**config.mk**
```make
export PLATFORM = sky130hd
export DESIGN_NAME = bookkeeping_directory_requester_flat
export DESIGN_NICKNAME = d
export VERILOG_FILES = /design/src/rtl/bookkeeping_directory_requester_pkg.sv /design/src/rtl/bookkeeping_directory_requester_if.sv /design/src/rtl/bookkeeping_directory_requester_row_select.sv /design/src/rtl/bookkeeping_directory_requester.sv /design/src/flat_wrapper.sv
export SDC_FILE = /design/constraint.sdc
export NUM_CORES = 1
export LEC_CHECK = 0
export CELL_PAD_IN_SITES_DETAIL_PLACEMENT = 1
export CELL_PAD_IN_SITES_GLOBAL_PLACEMENT = 1
export CORE_UTILIZATION = 29
export CTS_BUF_LIST = sky130_fd_sc_hd__clkbuf_8 sky130_fd_sc_hd__clkbuf_16
export DETAILED_ROUTE_END_ITERATION = 12
export PLACE_DENSITY = 0.94
export RECOVER_POWER = 25
export SKIP_CTS_REPAIR_TIMING = 1
export SLEW_MARGIN = 20
export SYNTH_ARGS = -nofsm -noshare
export SYNTH_HDL_FRONTEND = slang
export SYNTH_SLANG_ARGS = --single-unit
```
**constraint.sdc**
```tcl
create_clock -name CLK -period 3.15 [get_ports CLK]
set_clock_uncertainty 0.1 [all_clocks]
set_input_delay 0.4725 -clock CLK [delete_from_list [all_inputs] [get_ports CLK]]
set_output_delay 0.4725 -clock CLK [all_outputs]
set_load 0.05 [all_outputs]
```
**src/rtl/bookkeeping_directory_requester_pkg.sv**
```systemverilog
// Shared widths, enums and packed layouts for the bookkeeping-directory put/get protocol.
// Field order of put_request_t and entry_t matches the directory side bit for bit.
package bookkeeping_dir_pkg;
  localparam int unsigned INDEX_WIDTH    = 12;
  localparam int unsigned TAG_WIDTH      = 18;
  localparam int unsigned MSI_STATE_SIZE = 2;
  localparam int unsigned ROW_WIDTH      = TAG_WIDTH + MSI_STATE_SIZE;
  localparam int unsigned REQ_WIDTH      = INDEX_WIDTH + 1 + ROW_WIDTH + 2;
  localparam int unsigned ENTRY_WIDTH    = 4 * ROW_WIDTH;

  typedef enum logic {
    OP_LOOKUP = 1'b0,
    OP_UPDATE = 1'b1
  } op_e;

  typedef enum logic [1:0] {
    ST_IDLE,
    ST_ISSUE,
    ST_WAIT,
    ST_RESP
  } state_e;

  typedef struct packed {
    logic [MSI_STATE_SIZE-1:0] msi_state;
    logic [TAG_WIDTH-1:0]      tag;
  } row_t;

  typedef struct packed {
    logic [INDEX_WIDTH-1:0] idx;
    logic                   write_valid;
    row_t                   row;
    logic                   core_id;
    logic                   cache_type;
  } put_request_t;

  typedef struct packed {
    row_t imem0;
    row_t dmem0;
    row_t imem1;
    row_t dmem1;
  } entry_t;
endpackage

```
**src/rtl/bookkeeping_directory_requester_if.sv**
```systemverilog
// Handshake bundles: controller <-> requester (ctrl) and requester <-> directory (dir).
interface bookkeeping_ctrl_if;
  import bookkeeping_dir_pkg::*;
  logic                   req_valid;
  logic                   req_ready;
  logic                   req_is_update;
  logic [INDEX_WIDTH-1:0] req_idx;
  logic [ROW_WIDTH-1:0]   req_row;
  logic                   req_core_id;
  logic                   req_cache_type;
  logic                   resp_valid;
  logic                   resp_ready;
  logic [ENTRY_WIDTH-1:0] resp_entry;
  logic [ROW_WIDTH-1:0]   resp_row;

  modport master (
    output req_valid, req_is_update, req_idx, req_row, req_core_id, req_cache_type, resp_ready,
    input  req_ready, resp_valid, resp_entry, resp_row
  );
  modport slave (
    input  req_valid, req_is_update, req_idx, req_row, req_core_id, req_cache_type, resp_ready,
    output req_ready, resp_valid, resp_entry, resp_row
  );
endinterface

interface bookkeeping_dir_if;
  import bookkeeping_dir_pkg::*;
  logic                   dir_put_valid;
  logic                   dir_put_ready;
  logic [REQ_WIDTH-1:0]   dir_put_request;
  logic                   dir_get_valid;
  logic                   dir_get_ready;
  logic [ENTRY_WIDTH-1:0] dir_get_response;

  modport master (
    output dir_put_valid, dir_put_request, dir_get_valid,
    input  dir_put_ready, dir_get_ready, dir_get_response
  );
  modport slave (
    input  dir_put_valid, dir_put_request, dir_get_valid,
    output dir_put_ready, dir_get_ready, dir_get_response
  );
endinterface

```
**src/rtl/bookkeeping_directory_requester_row_select.sv**
```systemverilog
// Picks one row of a directory entry by {core_id, cache_type}: 00=imem0 .. 11=dmem1.
module bookkeeping_row_select
  import bookkeeping_dir_pkg::*;
(
  input  entry_t entry,
  input  logic   core_id,
  input  logic   cache_type,
  output row_t   row
);
  always_comb begin
    row = '0;
    unique case ({core_id, cache_type})
      2'b00:   row = entry.imem0;
      2'b01:   row = entry.dmem0;
      2'b10:   row = entry.imem1;
      default: row = entry.dmem1;
    endcase
  end
endmodule

```
**src/rtl/bookkeeping_directory_requester.sv**
```systemverilog
// Initiator for directory LOOKUP/UPDATE ops, one op in flight, all outputs registered or state-decoded.
// Optional DIR_REQ_STATS_EN adds saturating lookup_count/update_count outputs.
module bookkeeping_directory_requester
  import bookkeeping_dir_pkg::*;
(
  input  logic               CLK,
  input  logic               RST,
  bookkeeping_ctrl_if.slave  ctrl,
  bookkeeping_dir_if.master  dir
`ifdef DIR_REQ_STATS_EN
  ,
  output logic [15:0]        lookup_count,
  output logic [15:0]        update_count
`endif
);
  state_e                 state_q;
  logic                   req_ready_q;
  logic                   put_valid_q;
  logic                   get_valid_q;
  logic                   resp_valid_q;
  entry_t                 resp_entry_q;
  op_e                    op_q;
  logic [INDEX_WIDTH-1:0] idx_q;
  row_t                   row_q;
  logic                   core_q;
  logic                   cache_q;
  put_request_t           put_req;
  row_t                   sel_row;

  always_ff @(posedge CLK) begin
    if (RST) begin
      state_q      <= ST_IDLE;
      req_ready_q  <= 1'b1;
      put_valid_q  <= 1'b0;
      get_valid_q  <= 1'b0;
      resp_valid_q <= 1'b0;
      resp_entry_q <= '0;
      op_q         <= OP_LOOKUP;
      idx_q        <= '0;
      row_q        <= '0;
      core_q       <= 1'b0;
      cache_q      <= 1'b0;
    end else begin
      unique case (state_q)
        ST_IDLE: begin
          if (ctrl.req_valid && req_ready_q) begin
            op_q        <= ctrl.req_is_update ? OP_UPDATE : OP_LOOKUP;
            idx_q       <= ctrl.req_idx;
            // LOOKUP carries a zero row so the put request needs no masking later
            row_q       <= ctrl.req_is_update ? row_t'(ctrl.req_row) : row_t'('0);
            core_q      <= ctrl.req_core_id;
            cache_q     <= ctrl.req_cache_type;
            req_ready_q <= 1'b0;
            put_valid_q <= 1'b1;
            state_q     <= ST_ISSUE;
          end
        end
        ST_ISSUE: begin
          if (dir.dir_put_ready) begin
            put_valid_q <= 1'b0;
            if (op_q == OP_UPDATE) begin
              req_ready_q <= 1'b1;
              state_q     <= ST_IDLE;
            end else begin
              get_valid_q <= 1'b1;
              state_q     <= ST_WAIT;
            end
          end
        end
        ST_WAIT: begin
          if (dir.dir_get_ready) begin
            get_valid_q  <= 1'b0;
            resp_entry_q <= entry_t'(dir.dir_get_response);
            resp_valid_q <= 1'b1;
            state_q      <= ST_RESP;
          end
        end
        ST_RESP: begin
          if (ctrl.resp_ready) begin
            resp_valid_q <= 1'b0;
            req_ready_q  <= 1'b1;
            state_q      <= ST_IDLE;
          end
        end
        default: state_q <= ST_IDLE;
      endcase
    end
  end

  always_comb begin
    put_req             = '0;
    put_req.idx         = idx_q;
    put_req.write_valid = (op_q == OP_UPDATE);
    put_req.row         = row_q;
    put_req.core_id     = core_q;
    put_req.cache_type  = cache_q;
  end

  bookkeeping_row_select u_row_select (
    .entry      (resp_entry_q),
    .core_id    (core_q),
    .cache_type (cache_q),
    .row        (sel_row)
  );

  assign ctrl.req_ready     = req_ready_q;
  assign ctrl.resp_valid    = resp_valid_q;
  assign ctrl.resp_entry    = resp_entry_q;
  assign ctrl.resp_row      = sel_row;
  assign dir.dir_put_valid   = put_valid_q;
  assign dir.dir_put_request = put_req;
  assign dir.dir_get_valid   = get_valid_q;

`ifdef DIR_REQ_STATS_EN
  always_ff @(posedge CLK) begin
    if (RST) begin
      lookup_count <= '0;
      update_count <= '0;
    end else if (state_q == ST_ISSUE && dir.dir_put_ready) begin
      if (op_q == OP_UPDATE) begin
        if (update_count != 16'hFFFF) update_count <= update_count + 16'd1;
      end else begin
        if (lookup_count != 16'hFFFF) lookup_count <= lookup_count + 16'd1;
      end
    end
  end
`endif
endmodule

```
**src/flat_wrapper.sv**
```systemverilog
// flat-port wrapper written by rule: the top's interface ports become plain ports
module bookkeeping_directory_requester_flat import bookkeeping_dir_pkg::*;
  (CLK, RST, ctrl_req_valid, ctrl_req_is_update, ctrl_req_idx, ctrl_req_row, ctrl_req_core_id, ctrl_req_cache_type, ctrl_resp_ready, ctrl_req_ready, ctrl_resp_valid, ctrl_resp_entry, ctrl_resp_row, dir_dir_put_valid, dir_dir_put_request, dir_dir_get_valid, dir_dir_put_ready, dir_dir_get_ready, dir_dir_get_response);
  bookkeeping_ctrl_if ctrl_i ();
  bookkeeping_dir_if dir_i ();
  input  logic CLK;
  input  logic RST;
  input wire logic [$bits(ctrl_i.req_valid)-1:0] ctrl_req_valid;
  input wire logic [$bits(ctrl_i.req_is_update)-1:0] ctrl_req_is_update;
  input wire logic [$bits(ctrl_i.req_idx)-1:0] ctrl_req_idx;
  input wire logic [$bits(ctrl_i.req_row)-1:0] ctrl_req_row;
  input wire logic [$bits(ctrl_i.req_core_id)-1:0] ctrl_req_core_id;
  input wire logic [$bits(ctrl_i.req_cache_type)-1:0] ctrl_req_cache_type;
  input wire logic [$bits(ctrl_i.resp_ready)-1:0] ctrl_resp_ready;
  output wire logic [$bits(ctrl_i.req_ready)-1:0] ctrl_req_ready;
  output wire logic [$bits(ctrl_i.resp_valid)-1:0] ctrl_resp_valid;
  output wire logic [$bits(ctrl_i.resp_entry)-1:0] ctrl_resp_entry;
  output wire logic [$bits(ctrl_i.resp_row)-1:0] ctrl_resp_row;
  output wire logic [$bits(dir_i.dir_put_valid)-1:0] dir_dir_put_valid;
  output wire logic [$bits(dir_i.dir_put_request)-1:0] dir_dir_put_request;
  output wire logic [$bits(dir_i.dir_get_valid)-1:0] dir_dir_get_valid;
  input wire logic [$bits(dir_i.dir_put_ready)-1:0] dir_dir_put_ready;
  input wire logic [$bits(dir_i.dir_get_ready)-1:0] dir_dir_get_ready;
  input wire logic [$bits(dir_i.dir_get_response)-1:0] dir_dir_get_response;
  assign ctrl_i.req_valid = ctrl_req_valid;
  assign ctrl_i.req_is_update = ctrl_req_is_update;
  assign ctrl_i.req_idx = ctrl_req_idx;
  assign ctrl_i.req_row = ctrl_req_row;
  assign ctrl_i.req_core_id = ctrl_req_core_id;
  assign ctrl_i.req_cache_type = ctrl_req_cache_type;
  assign ctrl_i.resp_ready = ctrl_resp_ready;
  assign ctrl_req_ready = ctrl_i.req_ready;
  assign ctrl_resp_valid = ctrl_i.resp_valid;
  assign ctrl_resp_entry = ctrl_i.resp_entry;
  assign ctrl_resp_row = ctrl_i.resp_row;
  assign dir_dir_put_valid = dir_i.dir_put_valid;
  assign dir_dir_put_request = dir_i.dir_put_request;
  assign dir_dir_get_valid = dir_i.dir_get_valid;
  assign dir_i.dir_put_ready = dir_dir_put_ready;
  assign dir_i.dir_get_ready = dir_dir_get_ready;
  assign dir_i.dir_get_response = dir_dir_get_response;
  bookkeeping_directory_requester u_core (.CLK(CLK), .RST(RST), .ctrl(ctrl_i), .dir(dir_i));
endmodule
```
==> impl_metrics.env <==
export IMPL_outcome="finished with violations"
export IMPL_violations="capacitance limit, slew limit"
export IMPL_power_density_nw_per_um2=552
export IMPL_drc=0
export IMPL_yosysWarnings=0
export IMPL_p_total_mw=4.43
export IMPL_wl_um=18700
export IMPL_htree_levels=4
export IMPL_setup_viol=0
export IMPL_gp_congestion=0.730
export IMPL_grt_pass1_vias=5229
export IMPL_ant_nets=0
export IMPL_largest_reg_flops=80
export IMPL_io_pins=260
export IMPL_synth_ff_type="dfxtp_1"
export IMPL_grt_antenna_before_repair=2
export IMPL_n_fill_cell=1893
export IMPL_fin_crit_sh_pct=83.8
export IMPL_peakVddDrop_v=0.000334
export IMPL_maxSlewViolCount=36
export IMPL_fmax_mhz=379
export IMPL_grt_pass1_wl_um=28000
export IMPL_grt_overflow_total=0
export IMPL_synth_seq_cells=121
export IMPL_seq_area_frac_synth_pct=50.7
export IMPL_slew_headroom_pct=-7.03
export IMPL_die_area_um2=17000
export IMPL_vias=4997
export IMPL_synthCells=561
export IMPL_dr_pass1_iters=5
export IMPL_timing_max_cap_violations=1
export IMPL_synthArstFlopShare_pct=0
export IMPL_critical_path_class="input port to flop"
export IMPL_path_clk_slew_ps=50
export IMPL_ys_types=23
export IMPL_wl_per_cell_um=18.2
export IMPL_reg2regPathDepth=4
export IMPL_r2r_end="u_core.dir.dir_put_request[3]"
export IMPL_cts_sinks=121
export IMPL_hold_class="flop to flop"
export IMPL_final_common_cell="clkdlybuf4s50_1"
export IMPL_startpoint="ctrl_req_valid"
export IMPL_tns_ps=0
export IMPL_start_util_pct=29.9
export IMPL_clock_latency_ps=400
export IMPL_die_width_um=130
export IMPL_grtUsageTotal_pct=22.1
export IMPL_critPathMaxFanout=35
export IMPL_cp_arrival_ps=2850
export IMPL_clockRootBuffer="clkbuf_16"
export IMPL_nets=922
export IMPL_syn_nets=682
export IMPL_synth_avg_cell_area_um2=8.52
export IMPL_place_hpwl_um=13500
export IMPL_grt_max_degree=65
export IMPL_cts_tree="built"
export IMPL_row_count=46
export IMPL_final_cell_mix="238 x clkdlybuf4s50_1, 212 x nand2_1, 120 x dfxtp_1"
export IMPL_worst_slew_pin_slew_ps=1610
export IMPL_areaGrowthSynthToFinish_pct=67.7
export IMPL_core_area_um2=16000
export IMPL_hold_viol=0
export IMPL_required_ps=3360
export IMPL_crit_end="u_core.dir.dir_put_request[3]"
export IMPL_rsz0062_at_grt="no"
export IMPL_cts_made_buffers=17
export IMPL_post_dp_cell_area_um2=7430
export IMPL_end_kind="flop"
export IMPL_start_kind="input port"
export IMPL_post_route_cell_area_um2=8010
export IMPL_fin_crit_ps=2640
export IMPL_r2r_setup_slack_ps=540
export IMPL_die_h_um=130
export IMPL_holdWs_ps=355
export IMPL_vias_per_cell=4.85
export IMPL_drive_above_1_share_pct=9.95
export IMPL_dr_first_iter_drc_count=197
export IMPL_max_clock_path_buffers=2
export IMPL_leakage_nw=2.77
export IMPL_synth_edf_count=0
export IMPL_port_buffers=259
export IMPL_syn_cell_area_um2=4780
-- how the worst min path moves through the flow --
stage	end	slack (ps)	from	cells after the start
5_1_grt	u_core.idx_q[8]	380	u_core.idx_q[8]	2
2_1_floorplan	u_core.op_q	360	u_core.op_q	2
3_3_place_gp	u_core.dir.dir_put_request[15]	340	u_core.dir.dir_put_request[15]	2
6_report	u_core.dir.dir_put_request[7]	350	u_core.dir.dir_put_request[7]	2
4_1_cts	u_core.dir.dir_put_request[7]	360	u_core.dir.dir_put_request[7]	2
3_5_place_dp	u_core.idx_q[3]	350	u_core.idx_q[3]	2
-- critical path, cell delays in order --
cell	delay [ps]
clkdlybuf4s50_1	470
and4bb_2	260
clkbuf_1	1170
nand3_1	240
a21oi_1	220
-- through the flow --
stage	setup WS (ps)	utilization, %	std cells
floorplan	1220	-	561
global placement	992	46.5	998
detailed placement	886	46.5	998
CTS	604	50.2	1030
global route	340	50.1	1031
finish	510	50.1	1031
-- synth_stat cells (all sizes together), types with 2 or more instances --
cell type	instances	share of area, %
nand2b	2	0.26
nand2	212	17
buf	36	4.9
nand3b	2	0.31
dfxtp	121	51
clkbuf	14	1.1
nand3	21	2.2
mux4	20	9.4
nor2	4	0.31
a21oi	119	12
-- layout make-up --
type / instances / area [µm²] / area share [%]
multi-input cells: 389 / 2070 / 25.8
clock buffers: 20 / 467 / 5.82
flip-flops and latches: 121 / 2420 / 30.2
repair buffers: 271 / 2650 / 33.0
well taps: 216 / 270 / 3.37
inverters: 1 / 3.75 / 0.0468
diodes: 1 / 2.50 / 0.0312
clock inverters: 12 / 131 / 1.64
-- routing by layer --
metal  vias to the layer above  wire [µm]  GRT usage (%)
li1                       2357          -              -
met1                      2383       7320           24.5
met2                       196       9470           38.2
met3                        59       1040           5.62
met4                         2        882           13.5
met5                         -         10              0
-- power by group --
group | switching (mW) | internal (mW) | total (mW)
Combinational | 0.482 | 0.334 | 0.816
Sequential | 0.0560 | 1.60 | 1.65
Clock | 0.667 | 1.29 | 1.95
Total | 1.21 | 3.22 | 4.43
-- kinds of logic (layout without fill, tap and decap cells) --
kind of cell / Yosys count / after routing / share of synthesized area, %
other cells: 0 / 1 / 0
flops: 121 / 121 / 50.7
buf+inv: 51 / 304 / 6.07
mux: 20 / 20 / 9.42
simple gates: 246 / 246 / 20.7
compound gates: 123 / 123 / 13.1
(Power assumes the default switching activity.)
